<file path="config.mk">
export PLATFORM = sky130hd
export DESIGN_NAME = tli4970_emulator
export DESIGN_NICKNAME = d
export VERILOG_FILES = /design/src/rtl/tli4970_pkg.sv /design/src/rtl/tli4970_emulator_spi_slave_shift.sv /design/src/rtl/tli4970_emulator.sv
export SDC_FILE = /design/constraint.sdc
export NUM_CORES = 1
export LEC_CHECK = 0
export CORE_UTILIZATION = 35
export CTS_CLUSTER_DIAMETER = 80
export DETAILED_ROUTE_END_ITERATION = 10
export PLACE_DENSITY_LB_ADDON = 0.12
export SYNTH_ARGS = -nofsm -noshare
export SYNTH_HDL_FRONTEND = slang
export SYNTH_SLANG_ARGS = --single-unit
</file>
<file path="constraint.sdc">
create_clock -name clock -period 7 [get_ports clock]
set_input_delay 2.1 -clock clock [delete_from_list [all_inputs] [get_ports clock]]
set_output_delay 2.1 -clock clock [all_outputs]
set_load 0.05 [all_outputs]
</file>
<file path="src/rtl/tli4970_pkg.sv">
// Shared constants for the TLI4970 current-sensor emulator: frame bit layout,
// register map bases and the SPI slave state encoding.
package tli4970_pkg;

  localparam int FRAME_W     = 16;
  localparam int CURRENT_W   = 13;

  // Bit positions inside a 16-bit sensor frame (MSB first on the wire).
  localparam int MSG_TYPE    = 15;
  localparam int PAR         = 14;
  localparam int OCD         = 13;
  localparam int CURRENT_MSB = 12;

  // Register map: upper address nibble selects the bank, lower nibble the sensor.
  localparam logic [3:0]  CURRENT_BANK = 4'h0;
  localparam logic [3:0]  COUNT_BANK   = 4'h1;
  localparam logic [7:0]  STATUS_ADDR  = 8'h20;
  localparam logic [31:0] DEADBEEF     = 32'hDEAD_BEEF;

  localparam logic [4:0]  BITS_PER_FRAME = 5'd16;

  typedef enum logic [0:0] {
    ST_IDLE  = 1'b0,
    ST_SHIFT = 1'b1
  } spi_state_e;

  // Current message: type 0, overcurrent flag 0, parity as supplied.
  function automatic logic [FRAME_W-1:0] build_frame(input logic [CURRENT_W-1:0] current,
                                                     input logic                 par);
    logic [FRAME_W-1:0] frame;
    frame                  = '0;
    frame[MSG_TYPE]        = 1'b0;
    frame[PAR]             = par;
    frame[OCD]             = 1'b0;
    frame[CURRENT_MSB:0]   = current;
    return frame;
  endfunction

endpackage

</file>
<file path="src/rtl/tli4970_emulator_spi_slave_shift.sv">
// SPI mode-0 slave datapath: pin synchronizers, edge detection, the frame
// shadow shift register, bit counter and frame completion pulses.
module tli4970_emulator_spi_slave_shift
  import tli4970_pkg::*;
#(
  parameter int NUMBER_OF_SENSORS = 2,
  parameter int IDX_W             = 1
) (
  input  logic                         clock,
  input  logic                         reset,
  input  logic [NUMBER_OF_SENSORS-1:0] ss_n_i,
  input  logic                         sck_i,
  input  logic                         load,
  input  logic [FRAME_W-1:0]           frame_data,
  input  logic [IDX_W-1:0]             load_idx,
  output logic [NUMBER_OF_SENSORS-1:0] ss_active,
  output logic                         ss_fall_any,
  output logic                         miso,
  output logic                         frame_done,
  output logic                         frame_abort,
  output logic [IDX_W-1:0]             frame_idx,
  output spi_state_e                   state
);

  logic [NUMBER_OF_SENSORS-1:0] ss_meta;
  logic [NUMBER_OF_SENSORS-1:0] ss_sync;
  logic [NUMBER_OF_SENSORS-1:0] ss_prev;
  logic                         sck_meta;
  logic                         sck_sync;
  logic                         sck_prev;
  logic                         sck_rise;
  logic                         sck_fall;
  logic [FRAME_W-1:0]           shreg;
  logic [4:0]                   bitcnt;

  // Selects idle high and sck idles low, so reset the chains to those levels.
  always_ff @(posedge clock or posedge reset) begin
    if (reset) begin
      ss_meta  <= '1;
      ss_sync  <= '1;
      ss_prev  <= '1;
      sck_meta <= 1'b0;
      sck_sync <= 1'b0;
      sck_prev <= 1'b0;
    end else begin
      ss_meta  <= ss_n_i;
      ss_sync  <= ss_meta;
      ss_prev  <= ss_sync;
      sck_meta <= sck_i;
      sck_sync <= sck_meta;
      sck_prev <= sck_sync;
    end
  end

  assign ss_active   = ~ss_sync;
  assign ss_fall_any = |(ss_prev & ~ss_sync);
  assign sck_rise    = sck_sync & ~sck_prev;
  assign sck_fall    = ~sck_sync & sck_prev;

  always_ff @(posedge clock or posedge reset) begin
    if (reset) begin
      state       <= ST_IDLE;
      shreg       <= '0;
      bitcnt      <= '0;
      miso        <= 1'b0;
      frame_done  <= 1'b0;
      frame_abort <= 1'b0;
      frame_idx   <= '0;
    end else begin
      frame_done  <= 1'b0;
      frame_abort <= 1'b0;
      case (state)
        ST_IDLE: begin
          miso <= 1'b0;
          if (load) begin
            shreg     <= frame_data;
            miso      <= frame_data[MSG_TYPE];
            bitcnt    <= '0;
            frame_idx <= load_idx;
            state     <= ST_SHIFT;
          end
        end
        ST_SHIFT: begin
          if (ss_sync[frame_idx]) begin
            if (bitcnt == BITS_PER_FRAME) frame_done  <= 1'b1;
            else                          frame_abort <= 1'b1;
            miso  <= 1'b0;
            state <= ST_IDLE;
          end else begin
            // Extra clocks past a full frame keep the count pinned at 16.
            if (sck_rise && (bitcnt != BITS_PER_FRAME)) bitcnt <= bitcnt + 5'd1;
            if (sck_fall) begin
              shreg <= {shreg[FRAME_W-2:0], 1'b0};
              miso  <= shreg[FRAME_W-2];
            end
          end
        end
        default: begin
          miso  <= 1'b0;
          state <= ST_IDLE;
        end
      endcase
    end
  end

endmodule

</file>
<file path="src/rtl/tli4970_emulator.sv">
// Emulates up to 16 TLI4970 sensors on a shared SPI bus with an Avalon-MM
// register file. Define TLI4970_EMU_PARITY_EN for real parity and corrupt-frame injection.
module tli4970_emulator
  import tli4970_pkg::*;
#(
  parameter int NUMBER_OF_SENSORS = 2,
  parameter int CLOCK_SPEED_HZ    = 50_000_000
) (
  input  logic                         clock,
  input  logic                         reset,
  input  logic [7:0]                   address,
  input  logic                         write,
  input  logic [31:0]                  writedata,
  input  logic                         read,
  output logic [31:0]                  readdata,
  output logic                         waitrequest,
  input  logic [NUMBER_OF_SENSORS-1:0] ss_n_i,
  input  logic                         sck_i,
  output logic                         miso_o
);

  localparam int IDX_W = (NUMBER_OF_SENSORS > 1) ? $clog2(NUMBER_OF_SENSORS) : 1;

  if (NUMBER_OF_SENSORS < 1 || NUMBER_OF_SENSORS > 16 || CLOCK_SPEED_HZ < 8) begin : g_bad_cfg
    $error("tli4970_emulator: NUMBER_OF_SENSORS must be 1..16 and CLOCK_SPEED_HZ >= 8");
  end

  logic [CURRENT_W-1:0]         current_q [NUMBER_OF_SENSORS];
  logic [31:0]                  count_q   [NUMBER_OF_SENSORS];
  logic                         collision_q;
  logic                         rd_done;
  logic [31:0]                  rd_mux;
  logic                         addr_in_range;

  logic [NUMBER_OF_SENSORS-1:0] ss_active;
  logic                         ss_fall_any;
  logic                         frame_done;
  logic                         frame_abort;
  logic [IDX_W-1:0]             frame_idx;
  spi_state_e                   spi_state;
  logic                         start;
  logic [IDX_W-1:0]             start_idx;
  logic [4:0]                   n_active;
  logic                         frame_par;
  logic [FRAME_W-1:0]           frame_data;
  logic                         unused_bits;

  // Lowest active select wins; also count how many are low for collision tracking.
  always_comb begin
    start_idx = '0;
    n_active  = '0;
    for (int k = NUMBER_OF_SENSORS - 1; k >= 0; k--) begin
      if (ss_active[k]) start_idx = IDX_W'(k);
      n_active = n_active + 5'(ss_active[k]);
    end
  end

  assign start = (spi_state == ST_IDLE) && ss_fall_any;

`ifdef TLI4970_EMU_PARITY_EN
  logic [NUMBER_OF_SENSORS-1:0] corrupt_q;

  assign frame_par   = (^current_q[start_idx]) ^ corrupt_q[start_idx];
  assign unused_bits = ^{writedata[30:13], frame_abort};

  // An armed corruption is spent by the next frame started on that sensor.
  always_ff @(posedge clock or posedge reset) begin
    if (reset) begin
      corrupt_q <= '0;
    end else begin
      for (int i = 0; i < NUMBER_OF_SENSORS; i++) begin
        if (start && (start_idx == IDX_W'(i))) corrupt_q[i] <= 1'b0;
        if (write && (address == 8'(i)) && writedata[31]) corrupt_q[i] <= 1'b1;
      end
    end
  end
`else
  assign frame_par   = 1'b0;
  assign unused_bits = ^{writedata[31:13], frame_abort};
`endif

  // Register outputs of current_q are sampled, so a same-cycle write lands in the next frame.
  assign frame_data = build_frame(current_q[start_idx], frame_par);

  tli4970_emulator_spi_slave_shift #(
    .NUMBER_OF_SENSORS (NUMBER_OF_SENSORS),
    .IDX_W             (IDX_W)
  ) u_shift (
    .clock       (clock),
    .reset       (reset),
    .ss_n_i      (ss_n_i),
    .sck_i       (sck_i),
    .load        (start),
    .frame_data  (frame_data),
    .load_idx    (start_idx),
    .ss_active   (ss_active),
    .ss_fall_any (ss_fall_any),
    .miso        (miso_o),
    .frame_done  (frame_done),
    .frame_abort (frame_abort),
    .frame_idx   (frame_idx),
    .state       (spi_state)
  );

  always_ff @(posedge clock or posedge reset) begin
    if (reset) begin
      for (int i = 0; i < NUMBER_OF_SENSORS; i++) begin
        current_q[i] <= '0;
        count_q[i]   <= '0;
      end
      collision_q <= 1'b0;
    end else begin
      for (int i = 0; i < NUMBER_OF_SENSORS; i++) begin
        if (write && (address == 8'(i))) current_q[i] <= writedata[CURRENT_W-1:0];
        if (frame_done && (frame_idx == IDX_W'(i))) count_q[i] <= count_q[i] + 32'd1;
      end
      if (write && (address == STATUS_ADDR)) collision_q <= 1'b0;
      if (n_active > 5'd1)                   collision_q <= 1'b1;
    end
  end

  assign addr_in_range = ({1'b0, address[3:0]} < 5'(NUMBER_OF_SENSORS));

  always_comb begin
    rd_mux = DEADBEEF;
    if ((address[7:4] == CURRENT_BANK) && addr_in_range)
      rd_mux = {{(32-CURRENT_W){1'b0}}, current_q[address[IDX_W-1:0]]};
    else if ((address[7:4] == COUNT_BANK) && addr_in_range)
      rd_mux = count_q[address[IDX_W-1:0]];
    else if (address == STATUS_ADDR)
      rd_mux = {31'd0, collision_q};
  end

  // Avalon handshake: a read stalls exactly one cycle (waitrequest high) and
  // readdata is valid on the cycle waitrequest drops; writes never stall.
  assign waitrequest = read && !rd_done;

  always_ff @(posedge clock or posedge reset) begin
    if (reset) begin
      rd_done  <= 1'b0;
      readdata <= '0;
    end else begin
      rd_done <= read && !rd_done;
      if (read && !rd_done) readdata <= rd_mux;
    end
  end

endmodule

</file>
; After elaboration in Yosys (flattened, before gate mapping)
; Index checks and enable logic that the tools add are counted.
[word_totals]
ff_bits = 157
input_bits = 47
output_inout_bits = 34
wordCells = 101
[classes]
addsub = 4
magnitude_cmp = 5
eq_ne = 10
mux = 35
bitwise_logic = 10
n_reduce_logical = 18
[ops]
columns = operator, count
row1 = 2-to-1 mux 32 bit, 6
row2 = 2-to-1 mux 13 bit, 6
row3 = "adder 32 x 1 -> 32 bit, second input constant", 2
row4 = 2-to-1 mux 15 bit, 3
row5 = case mux 15 bit (2 select lines), 1
row6 = 2-to-1 mux 5 bit, 3
row7 = 2-to-1 mux 1 bit, 13
row8 = logical AND 1 bit, 10
row9 = case mux 5 bit (2 select lines), 1
row10 = "== test 8 x 1 -> 1 bit, second input constant", 1
row11 = "== test 8 x 6 -> 1 bit, second input constant", 1
row12 = logical NOT 8 bit, 1
row13 = "!= test 2 bit, second input constant", 4
row14 = AND reduction 3 bit, 2
row15 = "adder 5 x 1 -> 5 bit, second input constant", 1
row16 = "== test 5 bit, second input constant", 1
row17 = "!= test 5 bit, second input constant", 1
row18 = "== test 4 x 1 -> 1 bit, second input constant", 1
row19 = "greater-or-equal comparator 2 bit, second input constant", 2
row20 = logical NOT 4 bit, 1
row21 = "< comparator 4 x 2 -> 1 bit, second input constant", 1
row22 = inverter 1 bit, 4
row23 = inverter 1 -> 2 bit, 2
row24 = case mux 1 bit (2 select lines), 2
row25 = 11 further kinds, 12

; Logic depth before layout (Yosys ltp)
; Gate-level depths: netlist of run 1.
[depth]
word_depth = 9
mapped_depth = 7
ltp_nobuf = 6

; Cells and area by module
; A second synthesis of run 1 with hierarchy kept.
[hier_totals]
hier_cells = 663
hier_area_um2 = 7516.0
[modules_own_cells]
columns = module, n_inst, cells_each, area_each_um2, seq_area_each_um2
row1 = tli4970_emulator, 1, 537, 5975.7, 3103.0
row2 = tli4970_emulator_spi_slave_shift, 1, 126, 1540.2, 858.3

; Worst setup path after synthesis of run 1
; OpenSTA, ideal clock, no wires.
[synth_timing]
path_kind = in2out
startpoint = input read
endpoint = output waitrequest
arrival_ns = 2.949
t_required_ns = 4.900
setup_slack_ns = 1.951
path_stages = 3
n_path_buf = 1
path_cell_list = nand2b_1 inv_1 clkbuf_1
[synth_between]
elab_chain_cells = 1
[synth_rtl]
columns = item, line
row1 = from (decl), tli4970_emulator.sv:14  ; input logic read,
row2 = logical AND 1 bit, tli4970_emulator.sv:136  ; assign waitrequest = read && !rd_done;
row3 = to (decl), tli4970_emulator.sv:16  ; output logic waitrequest,
; No other way between the ends.

; Worst setup path in the final report of run 1
; Same ends and word-level chain as after synthesis.

==> metrics.txt, run 1 <==
# TYPE chip_impl_metric gauge
chip_impl_info{name="run_status",value="completed"} 1
chip_impl_metric{name="horizontal_die_dimension",unit="um"} 149
chip_impl_metric{name="yosysWarnings",unit=""} 0
chip_impl_metric{name="final-instance-count-excl-fill",unit=""} 988
chip_impl_metric{name="synth_cells",unit=""} 651
chip_impl_metric{name="pre_cts_slack",unit="ns"} 1.35
chip_impl_metric{name="drt_first_iter_violations",unit=""} 213
chip_impl_metric{name="gr-usage-all-layers",unit="%"} 16.2
chip_impl_metric{name="synth_top_area_share",unit="%"} 50.0
chip_impl_metric{name="design.portCount",unit=""} 81
chip_impl_metric{name="synthesized_area_fraction_occupied_by_adder_cells",unit="%"} 0.662
chip_impl_metric{name="grt_overflow_total",unit=""} 0
chip_impl_info{name="rsz0062_at_grt",value="false"} 1
chip_impl_info{name="dominantRegCellSynth",value="sky130_fd_sc_hd__dfrtp_1"} 1
chip_impl_info{name="slowest_stage_cell_on_the_critical_path",value="sky130_fd_sc_hd__clkdlybuf4s50_1"} 1
chip_impl_metric{name="cts-buffers-inserted",unit=""} 17
chip_impl_metric{name="timing.critical_path.buf_inv",unit=""} 4
chip_impl_metric{name="sink_count_of_the_clock_tree",unit=""} 157
chip_impl_metric{name="clock_latency",unit="ns"} 0.43
chip_impl_metric{name="fin_hold_viols",unit=""} 0
chip_impl_metric{name="dp_cells",unit=""} 956
chip_impl_metric{name="max-clock-path-buffers",unit=""} 2
chip_impl_info{name="worst_hold_class",value="register to register"} 1
chip_impl_metric{name="synth_edf_count",unit=""} 0
chip_impl_metric{name="portBuffers",unit=""} 61
chip_impl_info{name="synth_top_family_by_area",value="simple AND/OR/NAND/NOR gates"} 1
chip_impl_metric{name="antenna_diode_count",unit=""} 0
chip_impl_info{name="critical_path.endpoint_type",value="output pin"} 1
chip_impl_metric{name="postLayoutCoreUtil",unit="%"} 42.4
chip_impl_info{name="synth.cells.most_frequent",value="151 x sky130_fd_sc_hd__dfrtp_1, 53 x sky130_fd_sc_hd__nand2_1, 48 x sky130_fd_sc_hd__xnor2_1"} 1
chip_impl_metric{name="design_power_total",unit="W"} 0.00215
chip_impl_metric{name="worst_ir_drop_vdd",unit="mV"} 0.145
chip_impl_metric{name="synth_xor_area_share",unit="%"} 7.18
chip_impl_metric{name="timing.final.crit_share",unit="%"} 80.3
chip_impl_info{name="setup.worst_path.class",value="input port to output pin"} 1
chip_impl_metric{name="muxShareOfSynthArea",unit="%"} 11.4
chip_impl_metric{name="cts_resized",unit=""} 0
chip_impl_info{name="tritoncts_clock_tree",value="built"} 1
chip_impl_metric{name="leakage",unit="nW"} 3.92
chip_impl_metric{name="post_route_cells_drive_above_1_share",unit="%"} 11.2
chip_impl_metric{name="cts_htree_levels",unit=""} 4
chip_impl_metric{name="synth_simple_gate_area_share",unit="%"} 16.5
chip_impl_metric{name="worstPathMaxFanout",unit=""} 30
chip_impl_metric{name="vias_per_cell",unit=""} 5.09
chip_impl_metric{name="global_route_wire_length_before_repair",unit="um"} 27600
chip_impl_metric{name="synth.yosys.seq_area_share",unit="%"} 52.1
chip_impl_metric{name="vias_after_detailed_routing",unit=""} 5025
chip_impl_metric{name="synth.ff_latch_count",unit=""} 157
chip_impl_metric{name="totalNegativeSetupSlack",unit="ns"} 0
chip_impl_metric{name="synthesis.nets",unit=""} 702
chip_impl_metric{name="maximum_clock_frequency",unit="GHz"} 0.178
chip_impl_metric{name="std_cell_rows",unit=""} 53
chip_impl_metric{name="place.gp.congestion",unit=""} 0.724
chip_impl_metric{name="timing.slew.headroom",unit="%"} 31.0
chip_impl_metric{name="finish.net_count",unit=""} 751
chip_impl_metric{name="mappedNetlistArea",unit="um^2"} 7560
chip_impl_metric{name="post-route-min-period",unit="ns"} 5.62
chip_impl_metric{name="die_extent_in_y",unit="um"} 149
chip_impl_metric{name="cap_violations",unit=""} 0
chip_impl_metric{name="dp.final_hpwl",unit="um"} 11900
chip_impl_metric{name="worstPathArrival",unit="ns"} 3.52
chip_impl_metric{name="setup_slack",unit="ns"} 1.38
chip_impl_metric{name="synth_compound_area_share",unit="%"} 8.89
chip_impl_metric{name="drv_slew",unit=""} 0
chip_impl_metric{name="setup-violations-final",unit=""} 0
chip_impl_metric{name="layout-area-overhead-vs-synth",unit="%"} 18.4
chip_impl_metric{name="grt_antenna_before_repair",unit=""} 0
chip_impl_metric{name="core_area",unit="um^2"} 21100
chip_impl_metric{name="cellPowerDensity",unit="nW/um^2"} 241
chip_impl_metric{name="initial_standard_cell_utilization_of_the_core",unit="%"} 35.8
chip_impl_metric{name="worst_clock_skew",unit="ns"} 0.00806
chip_impl_metric{name="worst_setup_hold_path_clk_slew",unit="ns"} 0.06
chip_impl_metric{name="synthesis.area_per_instance",unit="um^2"} 11.6
chip_impl_info{name="synth.top_cells.by_area",value="sky130_fd_sc_hd__dfrtp_1 50%, sky130_fd_sc_hd__xnor2_1 5.6%, sky130_fd_sc_hd__mux2i_1 4.2%"} 1
chip_impl_metric{name="cts_setup_buffers",unit=""} 0
chip_impl_info{name="synth_top_cell_by_area",value="sky130_fd_sc_hd__dfrtp_1"} 1
chip_impl_metric{name="synth-async-reset-ratio",unit="%"} 100
chip_impl_metric{name="dieArea",unit="um^2"} 22200
chip_impl_metric{name="antenna_violating_nets_post_route",unit=""} 0
chip_impl_metric{name="worst_pin_slew",unit="ns"} 1.03
chip_impl_info{name="worstPathCellList",value="clkdlybuf4s50_1 -> nand2b_1 -> buf_4 -> inv_1 -> buf_4"} 1
chip_impl_info{name="largest_delay_share_family_worst_path",value="buffers and inverters"} 1
chip_impl_metric{name="totalWireLength",unit="um"} 16700
chip_impl_metric{name="total_of_hold_buffers_inserted_after_clock_tree_synthesis",unit=""} 0
chip_impl_metric{name="critical_path.max_stage_delay",unit="ns"} 0.45
chip_impl_metric{name="drt_pre_antenna_iters",unit=""} 6
chip_impl_metric{name="crit_required",unit="ns"} 4.90
chip_impl_metric{name="grt_start_max_net_pins",unit=""} 59
chip_impl_info{name="clk_root_buffer_cell",value="sky130_fd_sc_hd__clkbuf_16"} 1
chip_impl_info{name="setup.worst_path.start_class",value="input port"} 1
chip_impl_metric{name="post_synth_num_cell_types",unit=""} 55
chip_impl_metric{name="vias_in_the_first_global_route",unit=""} 5142
chip_impl_info{name="synthMostInstantiatedCell",value="sky130_fd_sc_hd__dfrtp_1"} 1
chip_impl_info{name="crit_path_top_cell_by_count",value="sky130_fd_sc_hd__buf_4"} 1
chip_impl_metric{name="drt-wirelength-per-cell",unit="um"} 16.9
chip_impl_metric{name="drc",unit=""} 0
==> final cells by class <==
type                       instances  area (um^2)
clock buffer                      17          425
clock inverter                    15          164
fill                            1983        12100
inverter                          15         61.3
multi-input combinational        443         3380
sequential                       157         3940
tap                              275          344
timing repair buffer              66          641
==> per-stage QoR <==
| stage | hold slack [ns] | instance area (um^2) |
|---|---|---|
| 2_1_floorplan | 0.331 | 7560 |
| 3_3_place_gp | 0.332 | 8360 |
| 3_5_place_dp | 0.336 | 8360 |
| 4_1_cts | 0.350 | 8950 |
| 5_1_grt | 0.362 | 8950 |
| 6_report | 0.349 | 8950 |
==> final timing paths <==
check | startpoint | to | slack (ns) | cells past startpoint
setup / recovery | read | waitrequest | 1.38 | 5
hold / removal | u_shift.sck_meta$_DFF_PP0_ | u_shift.sck_sync$_DFF_PP0_ | 0.35 | 0
setup reg to reg | u_shift.state$_DFF_PP0_ | u_shift.shreg[11]$_DFFE_PP0P_ | 4.70 | 3
hold reg to reg | u_shift.sck_meta$_DFF_PP0_ | u_shift.sck_sync$_DFF_PP0_ | 0.35 | 0
max in group asynchronous | reset | count_q[21]$_DFFE_PP0P_ | 3.83 | 3
min in group asynchronous | reset | u_shift.bitcnt[1]$_DFFE_PP0P_ | 2.07 | 2
==> kinds of logic (layout without fill, tap and decap cells) <==
logic type	Yosys count	after routing
simple gates	203	203
flops	157	157
compound gates	97	97
mux	77	77
xor+xnor	62	62
buf+inv	51	113
fa+ha+maj	4	4
==> layer usage <==
layer  part of all wire, %  track usage [%]  up-vias  routed length, um
li1                      -                -     2454                  -
met1                    48             21.5     2513               8080
met2                    49             26.5       46               8130
met3                   2.0             3.64       12                342
met4                  0.79             4.13        0                132
met5                     0                0        -                  0
==> flip-flops by register name, summed over array words and instances (netlist names), 2 cells and up <==
signal,cells
readdata,32
u_shift.bitcnt,5
u_shift.shreg,15
u_shift.ss_prev,2
u_shift.ss_sync,2
count_q,64
current_q,26
u_shift.ss_meta,2
==> placed cells by master, fill, tap and decap left out, types with 7 or more instances in the layout <==
master	instances
sky130_fd_sc_hd__a211oi_1	23
sky130_fd_sc_hd__and3_1	8
sky130_fd_sc_hd__and4_1	9
sky130_fd_sc_hd__clkbuf_16	17
sky130_fd_sc_hd__clkdlybuf4s50_1	59
sky130_fd_sc_hd__dfrtp_1	151
sky130_fd_sc_hd__inv_1	14
sky130_fd_sc_hd__mux2_1	28
sky130_fd_sc_hd__mux2_2	14
sky130_fd_sc_hd__mux2i_1	32
sky130_fd_sc_hd__nand2_1	53
sky130_fd_sc_hd__nand2b_1	7
sky130_fd_sc_hd__nand3_1	26
sky130_fd_sc_hd__nand3b_1	10
sky130_fd_sc_hd__nand4_1	24
sky130_fd_sc_hd__nor2_1	12
sky130_fd_sc_hd__nor2b_1	15
sky130_fd_sc_hd__nor3_1	9
sky130_fd_sc_hd__o21ai_0	33
sky130_fd_sc_hd__o22a_1	10
sky130_fd_sc_hd__o32ai_1	10
sky130_fd_sc_hd__xnor2_1	48
sky130_fd_sc_hd__xor2_1	14
==> report_power, final <==
part	switching [W]	leakage (nW)	internal [W]	total (W)
clock	0.000396	0.278	0.000530	0.000926
sequential	0.0000450	2.06	0.000951	0.000996
combinational	0.000138	1.59	0.0000918	0.000230
Power figures use the tool's default switching activity.
==> run 2, diff against run 1 <==
Clock period 7 ns to 5.1 ns, I/O delays scaled along.
==> run 2 against run 1 <==
Clock skew is essentially flat. Count of clock-buffer cells in the layout is the same. Sequential share of layout area shrank 0.32 points. Setup slack lost 0.29 ns. Largest power group unchanged. Routed wire length grew 0.40%.
==> metrics.txt, run 2 (synthesis results as in run 1) <==
# TYPE chip_impl_metric gauge
chip_impl_metric{name="dp.final_hpwl",unit="um"} 11500
chip_impl_metric{name="cts-buffers-inserted",unit=""} 17
chip_impl_metric{name="reg2reg_setup_slack",unit="ns"} 2.83
chip_impl_info{name="critical_path.endpoint_type",value="output pin"} 1
chip_impl_metric{name="dpl-instance-area",unit="um^2"} 8410
chip_impl_metric{name="cts_setup_buffers",unit=""} 0
chip_impl_metric{name="timing.final.crit_share",unit="%"} 78.7
chip_impl_metric{name="die_extent_in_y",unit="um"} 149
chip_impl_metric{name="drc",unit=""} 0
chip_impl_metric{name="maximum_clock_frequency",unit="GHz"} 0.249
chip_impl_metric{name="clock_latency",unit="ns"} 0.43
chip_impl_metric{name="post-route-min-period",unit="ns"} 4.01
chip_impl_metric{name="worst_ir_drop_vdd",unit="mV"} 0.217
chip_impl_metric{name="worst_clock_skew",unit="ns"} 0.00796
chip_impl_metric{name="seq_power_share",unit="%"} 45.6
chip_impl_metric{name="worstPathArrival",unit="ns"} 2.48
chip_impl_metric{name="pwr-share-clk",unit="%"} 43.7
chip_impl_info{name="clk_root_buffer_cell",value="sky130_fd_sc_hd__clkbuf_16"} 1
chip_impl_metric{name="gr-usage-all-layers",unit="%"} 16.2
chip_impl_metric{name="drt_first_iter_violations",unit=""} 209
chip_impl_metric{name="design.portCount",unit=""} 81
chip_impl_metric{name="global_route_wire_length_before_repair",unit="um"} 27500
chip_impl_metric{name="grt_antenna_before_repair",unit=""} 0
chip_impl_metric{name="worst_setup_hold_path_clk_slew",unit="ns"} 0.06
chip_impl_metric{name="drt_pre_antenna_iters",unit=""} 4
chip_impl_metric{name="place.gp.congestion",unit=""} 0.753
chip_impl_info{name="worstReg2RegStart",value="u_shift.state$_DFF_PP0_"} 1
chip_impl_metric{name="power_switching",unit="W"} 0.000819
chip_impl_metric{name="min_path_cells",unit=""} 0
chip_impl_metric{name="timing.critical_path.buf_inv",unit=""} 4
chip_impl_metric{name="comb_power_share",unit="%"} 10.7
chip_impl_metric{name="worst-r2r-cell-count",unit=""} 3
chip_impl_metric{name="grt_overflow_total",unit=""} 0
chip_impl_metric{name="dieArea",unit="um^2"} 22200
chip_impl_metric{name="antenna_diode_count",unit=""} 0
chip_impl_metric{name="leakage",unit="nW"} 3.96
chip_impl_info{name="layout_commonest_cell",value="sky130_fd_sc_hd__dfrtp_1"} 1
chip_impl_metric{name="n_fill_cell",unit=""} 1997
chip_impl_info{name="slowest_stage_cell_on_the_critical_path",value="sky130_fd_sc_hd__clkdlybuf4s50_1"} 1
chip_impl_metric{name="vias_in_the_first_global_route",unit=""} 5108
chip_impl_metric{name="cellPowerDensity",unit="nW/um^2"} 332
chip_impl_metric{name="largest_reg_flops",unit=""} 64
chip_impl_metric{name="worst_hold_slack",unit="ns"} 0.350
chip_impl_metric{name="grt_start_max_net_pins",unit=""} 158
chip_impl_info{name="most_used_cells_in_the_layout_excluding_fill_and_tap_cells",value="151 x sky130_fd_sc_hd__dfrtp_1, 59 x sky130_fd_sc_hd__clkdlybuf4s50_1, 53 x sky130_fd_sc_hd__nand2_1, 48 x sky130_fd_sc_hd__xnor2_1, 33 x sky130_fd_sc_hd__o21ai_0"} 1
chip_impl_metric{name="cap_violations",unit=""} 0
chip_impl_info{name="r2r-end",value="u_shift.shreg[12]$_DFFE_PP0P_"} 1
chip_impl_metric{name="worst_pin_slew",unit="ns"} 0.994
chip_impl_metric{name="drv_slew",unit=""} 0
chip_impl_info{name="worstPathCellList",value="clkdlybuf4s50_1 -> nand2b_1 -> inv_1 -> buf_4 -> buf_12"} 1
chip_impl_metric{name="final_cell_area",unit="um^2"} 9010
chip_impl_metric{name="std_cell_rows",unit=""} 53
chip_impl_info{name="tritoncts_clock_tree",value="built"} 1
chip_impl_metric{name="totalWireLength",unit="um"} 16800
chip_impl_metric{name="critical_path.max_stage_delay",unit="ns"} 0.45
chip_impl_info{name="run_status",value="completed"} 1
chip_impl_info{name="setup.worst_path.class",value="input port to output pin"} 1
chip_impl_info{name="top_register",value="count_q"} 1
chip_impl_info{name="largest_delay_share_family_worst_path",value="buffers and inverters"} 1
chip_impl_metric{name="timing.slew.headroom",unit="%"} 33.7
chip_impl_metric{name="layout-area-overhead-vs-synth",unit="%"} 19.2
chip_impl_metric{name="drt-wirelength-per-cell",unit="um"} 16.9
chip_impl_metric{name="portBuffers",unit=""} 61
chip_impl_metric{name="power_switching_share",unit="%"} 27.3
chip_impl_info{name="hp-start",value="u_shift.sck_meta$_DFF_PP0_"} 1
chip_impl_info{name="worstHoldEndpoint",value="u_shift.sck_sync$_DFF_PP0_"} 1
chip_impl_metric{name="fin_hold_viols",unit=""} 0
chip_impl_info{name="setup.worst_path.start_class",value="input port"} 1
chip_impl_metric{name="cts_resized",unit=""} 0
chip_impl_metric{name="vias_per_cell",unit=""} 5.10
chip_impl_metric{name="core_area",unit="um^2"} 21100
chip_impl_metric{name="intPower",unit="W"} 0.00218
chip_impl_metric{name="total_of_hold_buffers_inserted_after_clock_tree_synthesis",unit=""} 0
chip_impl_metric{name="antenna_violating_nets_post_route",unit=""} 0
chip_impl_metric{name="max-clock-path-buffers",unit=""} 2
chip_impl_metric{name="multi_input_area",unit="um^2"} 3380
chip_impl_metric{name="sink_count_of_the_clock_tree",unit=""} 157
chip_impl_info{name="worst_hold_class",value="register to register"} 1
chip_impl_metric{name="horizontal_die_dimension",unit="um"} 149
chip_impl_metric{name="dp_cells",unit=""} 960
chip_impl_metric{name="initial_standard_cell_utilization_of_the_core",unit="%"} 35.8
chip_impl_metric{name="crit_required",unit="ns"} 3.57
chip_impl_metric{name="finish.net_count",unit=""} 755
chip_impl_metric{name="register_area",unit="um^2"} 3940
chip_impl_metric{name="totalNegativeSetupSlack",unit="ns"} 0
chip_impl_metric{name="final-instance-count-excl-fill",unit=""} 992
chip_impl_metric{name="setup-violations-final",unit=""} 0
chip_impl_metric{name="worstPathMaxFanout",unit=""} 16
chip_impl_info{name="rsz0062_at_grt",value="false"} 1
chip_impl_metric{name="post_route_cells_drive_above_1_share",unit="%"} 11.7
chip_impl_info{name="largest_registers",value="count_q: 64 flops, readdata: 32 flops, current_q: 26 flops"} 1
chip_impl_metric{name="cts_htree_levels",unit=""} 4
chip_impl_metric{name="vias_after_detailed_routing",unit=""} 5055
-- run 2: power groups by stage --
stage,logic [W],registers (W),clock network (W)
after floorplan,0.000210,0.00141,0
after global placement,0.000322,0.00139,0
after detailed placement,0.000326,0.00139,0
after CTS,0.000326,0.00137,0.00135
after global routing,0.000353,0.00138,0.00140
final,0.000320,0.00137,0.00131
-- run 2: metal layers --
| metal | wire (um) | track usage, % | part of all wire [%] | vias up |
|---|---|---|---|---|
| met5 | 0 | 0 | 0 | - |
| met4 | 128 | 4.69 | 0.76 | 0 |
| met3 | 526 | 3.88 | 3.1 | 8 |
| met2 | 8270 | 26.7 | 49 | 68 |
| met1 | 7820 | 21.0 | 47 | 2521 |
| li1 | - | - | - | 2458 |
-- run 2: how the worst max path moves through the flow --
stage,startpoint,end,slack [ns],cells past startpoint
2_1_floorplan,read,waitrequest,1.19,3
3_3_place_gp,read,waitrequest,1.08,5
3_5_place_dp,read,waitrequest,1.09,5
4_1_cts,read,waitrequest,1.09,5
5_1_grt,read,waitrequest,1.05,5
6_report,read,waitrequest,1.09,5
-- run 2: per-stage QoR --
stage          utilization [%]  setup slack [ns]  total power (W)
2_1_floorplan                -              1.19          0.00162
5_1_grt                   42.7              1.05          0.00313
4_1_cts                   42.7              1.09          0.00304
3_5_place_dp              39.9              1.09          0.00172
6_report                  42.7              1.09          0.00299
3_3_place_gp              39.9              1.08          0.00171
-- run 2: final cells by class --
| cell class | count | area share, % |
|---|---|---|
| clock buffer | 17 | 4.72 |
| clock inverter | 15 | 1.94 |
| inverter | 15 | 0.666 |
| multi-input combinational | 443 | 37.5 |
| sequential | 157 | 43.7 |
| tap | 275 | 3.82 |
| timing repair buffer | 70 | 7.72 |
-- run 2: worst register-to-register path, delay by kind of cell, from the launching register on --
| family | cells | cell delay, ns |
|---|---|---|
| compound gates | 1 | 0.57 |
| flops | 1 | 1.00 |
| mux | 1 | 0.41 |
| simple gates | 1 | 0.19 |
==> run 3, diff against run 2 <==
Clock period 5.1 ns to 4.2 ns, I/O delays scaled along.
==> run 3 against run 2 <==
Clock power up 21%. Critical path type unchanged. Highest routed layer unchanged. Critical endpoint unchanged. Register-to-register slack worse by 0.90 ns. Cell count up 0.30%. Flip-flop and latch count unchanged. First-iteration DRC count up 4.8%.
==> metrics.txt, run 3 (synthesis results as in run 1) <==
# TYPE chip_impl_metric gauge
chip_impl_metric{name="timing.slew.headroom",unit="%"} 33.4
chip_impl_metric{name="drt_first_iter_violations",unit=""} 219
chip_impl_metric{name="cts_htree_levels",unit=""} 4
chip_impl_metric{name="grt_antenna_before_repair",unit=""} 0
chip_impl_info{name="layout_commonest_cell",value="sky130_fd_sc_hd__dfrtp_1"} 1
chip_impl_metric{name="cap_violations",unit=""} 0
chip_impl_metric{name="crit_required",unit="ns"} 2.94
chip_impl_info{name="most_used_cells_in_the_layout_excluding_fill_and_tap_cells",value="151 x sky130_fd_sc_hd__dfrtp_1, 59 x sky130_fd_sc_hd__clkdlybuf4s50_1, 53 x sky130_fd_sc_hd__nand2_1, 48 x sky130_fd_sc_hd__xnor2_1, 34 x sky130_fd_sc_hd__o21ai_0"} 1
chip_impl_metric{name="drv_slew",unit=""} 0
chip_impl_info{name="setup.worst_path.class",value="input port to output pin"} 1
chip_impl_metric{name="vias_in_the_first_global_route",unit=""} 5310
chip_impl_metric{name="core_area",unit="um^2"} 21100
chip_impl_metric{name="gr-usage-all-layers",unit="%"} 16.8
chip_impl_metric{name="setup-violations-final",unit=""} 0
chip_impl_metric{name="drt-wirelength-per-cell",unit="um"} 17.2
chip_impl_metric{name="grt.met2_usage",unit="%"} 27.4
chip_impl_metric{name="final_cell_area",unit="um^2"} 9040
chip_impl_metric{name="die_extent_in_y",unit="um"} 149
chip_impl_metric{name="horizontal_die_dimension",unit="um"} 149
chip_impl_metric{name="post_route_cells_drive_above_1_share",unit="%"} 12.1
chip_impl_info{name="setup.worst_path.start_class",value="input port"} 1
chip_impl_metric{name="leakage",unit="nW"} 3.98
chip_impl_info{name="gr-max-usage-layer",value="met2"} 1
chip_impl_metric{name="sink_count_of_the_clock_tree",unit=""} 157
chip_impl_info{name="top_register",value="count_q"} 1
chip_impl_metric{name="portBuffers",unit=""} 61
chip_impl_metric{name="cts-buffers-inserted",unit=""} 17
chip_impl_metric{name="dieArea",unit="um^2"} 22200
chip_impl_metric{name="vias_per_cell",unit=""} 5.10
chip_impl_metric{name="finish.net_count",unit=""} 758
chip_impl_metric{name="n_fill_cell",unit=""} 1989
chip_impl_metric{name="drt_pre_antenna_iters",unit=""} 4
chip_impl_metric{name="std_cell_rows",unit=""} 53
chip_impl_metric{name="worstPathMaxFanout",unit=""} 2
chip_impl_metric{name="place.gp.congestion",unit=""} 0.751
chip_impl_metric{name="grt_start_max_net_pins",unit=""} 67
chip_impl_info{name="tritoncts_clock_tree",value="built"} 1
chip_impl_metric{name="max-clock-path-buffers",unit=""} 2
chip_impl_metric{name="vias_after_detailed_routing",unit=""} 5073
chip_impl_metric{name="clock_latency",unit="ns"} 0.43
chip_impl_metric{name="maximum_clock_frequency",unit="GHz"} 0.302
chip_impl_metric{name="cellPowerDensity",unit="nW/um^2"} 401
chip_impl_metric{name="totalWireLength",unit="um"} 17100
chip_impl_metric{name="timing.final.crit_share",unit="%"} 78.8
chip_impl_metric{name="drc",unit=""} 0
chip_impl_metric{name="dpl-instance-area",unit="um^2"} 8450
chip_impl_metric{name="worst_clock_skew",unit="ns"} 0.0138
chip_impl_metric{name="pre_cts_slack",unit="ns"} 0.679
chip_impl_metric{name="global_route_wire_length_before_repair",unit="um"} 28600
chip_impl_metric{name="cts_setup_buffers",unit=""} 0
chip_impl_metric{name="design.portCount",unit=""} 81
chip_impl_metric{name="totalNegativeSetupSlack",unit="ns"} 0
chip_impl_metric{name="total_of_hold_buffers_inserted_after_clock_tree_synthesis",unit=""} 0
chip_impl_metric{name="antenna_violating_nets_post_route",unit=""} 0
chip_impl_info{name="run_status",value="completed"} 1
chip_impl_metric{name="grt_overflow_total",unit=""} 0
chip_impl_metric{name="worst-r2r-cell-count",unit=""} 3
chip_impl_metric{name="worstPathArrival",unit="ns"} 2.05
chip_impl_metric{name="largest_reg_flops",unit=""} 64
chip_impl_info{name="rsz0062_at_grt",value="false"} 1
chip_impl_metric{name="fin_hold_viols",unit=""} 0
chip_impl_metric{name="cts_resized",unit=""} 0
chip_impl_metric{name="worst_pin_slew",unit="ns"} 1.00
chip_impl_info{name="clk_root_buffer_cell",value="sky130_fd_sc_hd__clkbuf_16"} 1
chip_impl_metric{name="worst_ir_drop_vdd",unit="mV"} 0.240
chip_impl_info{name="worst_hold_class",value="register to register"} 1
chip_impl_metric{name="setup_slack",unit="ns"} 0.890
chip_impl_metric{name="dp.final_hpwl",unit="um"} 12100
chip_impl_metric{name="worst_setup_hold_path_clk_slew",unit="ns"} 0.06
chip_impl_metric{name="grt.met3_usage",unit="%"} 3.55
chip_impl_info{name="critical_path.endpoint_type",value="output pin"} 1
chip_impl_metric{name="min_path_cells",unit=""} 0
chip_impl_info{name="largest_registers",value="count_q: 64 flops, readdata: 32 flops, current_q: 26 flops"} 1
chip_impl_metric{name="layout-area-overhead-vs-synth",unit="%"} 19.6
chip_impl_metric{name="design_power_total",unit="W"} 0.00363
chip_impl_metric{name="antenna_diode_count",unit=""} 0
chip_impl_metric{name="post-route-min-period",unit="ns"} 3.31
chip_impl_metric{name="grt.met1_usage",unit="%"} 22.4
chip_impl_metric{name="initial_standard_cell_utilization_of_the_core",unit="%"} 35.8
==> run 3: cell count changes in the layout (fill, tap and decap cells not counted), moves of 2 or more <==
cell,delta
sky130_fd_sc_hd__buf_4,+2
sky130_fd_sc_hd__inv_6,-2
sky130_fd_sc_hd__clkinv_4,+2
sky130_fd_sc_hd__inv_8,-2
==> run 3: critical path, cell delays in order <==
cell and delay (ns):
sky130_fd_sc_hd__clkdlybuf4s50_1 0.46, sky130_fd_sc_hd__nand2b_1 0.07, sky130_fd_sc_hd__inv_1 0.11, sky130_fd_sc_hd__buf_12 0.15
==> run 3: power by group <==
part	leakage (nW)	internal [W]	total [W]	switching, W
clock network	0.290	0.000905	0.00158	0.000671
registers	2.06	0.00158	0.00166	0.0000755
logic	1.63	0.000160	0.000393	0.000233
==> run 3: final cells by class <==
| class | instances | area [um^2] | area share (%) |
|---|---|---|---|
| sequential | 157 | 3940 | 43.5 |
| clock buffer | 18 | 439 | 4.86 |
| inverter | 15 | 60.1 | 0.664 |
| tap | 275 | 344 | 3.80 |
| multi-input combinational | 443 | 3380 | 37.3 |
| timing repair buffer | 73 | 731 | 8.08 |
| clock inverter | 14 | 158 | 1.74 |
==> run 3: worst paths after layout <==
kind	startpoint	endpoint	slack, ns
min in group asynchronous	reset	u_shift.bitcnt[0]$_DFFE_PP0P_	1.33
hold reg to reg	u_shift.sck_meta$_DFF_PP0_	u_shift.sck_sync$_DFF_PP0_	0.35
hold / removal	u_shift.sck_meta$_DFF_PP0_	u_shift.sck_sync$_DFF_PP0_	0.35
setup reg to reg	u_shift.state$_DFF_PP0_	u_shift.shreg[8]$_DFFE_PP0P_	1.93
max in group asynchronous	reset	count_q[2]$_DFFE_PP0P_	2.10
setup / recovery	read	waitrequest	0.89
==> run 3: metal layers <==
| metal | share of wire (%) | wire length (um) | vias up |
|---|---|---|---|
| met4 | 1.0 | 172 | 0 |
| met2 | 49 | 8370 | 59 |
| met1 | 48 | 8150 | 2537 |
| met5 | 0 | 0 | - |
| li1 | - | - | 2465 |
| met3 | 2.3 | 397 | 12 |
==> run 3: stage by stage <==
step / std cells / hold slack (ns) / util (%)
after global placement: 963 / 0.334 / 40.1
after CTS: 995 / 0.352 / 42.9
after floorplan: 651 / 0.331 / -
final: 995 / 0.349 / 42.9
after global routing: 995 / 0.359 / 42.9
after detailed placement: 963 / 0.336 / 40.1
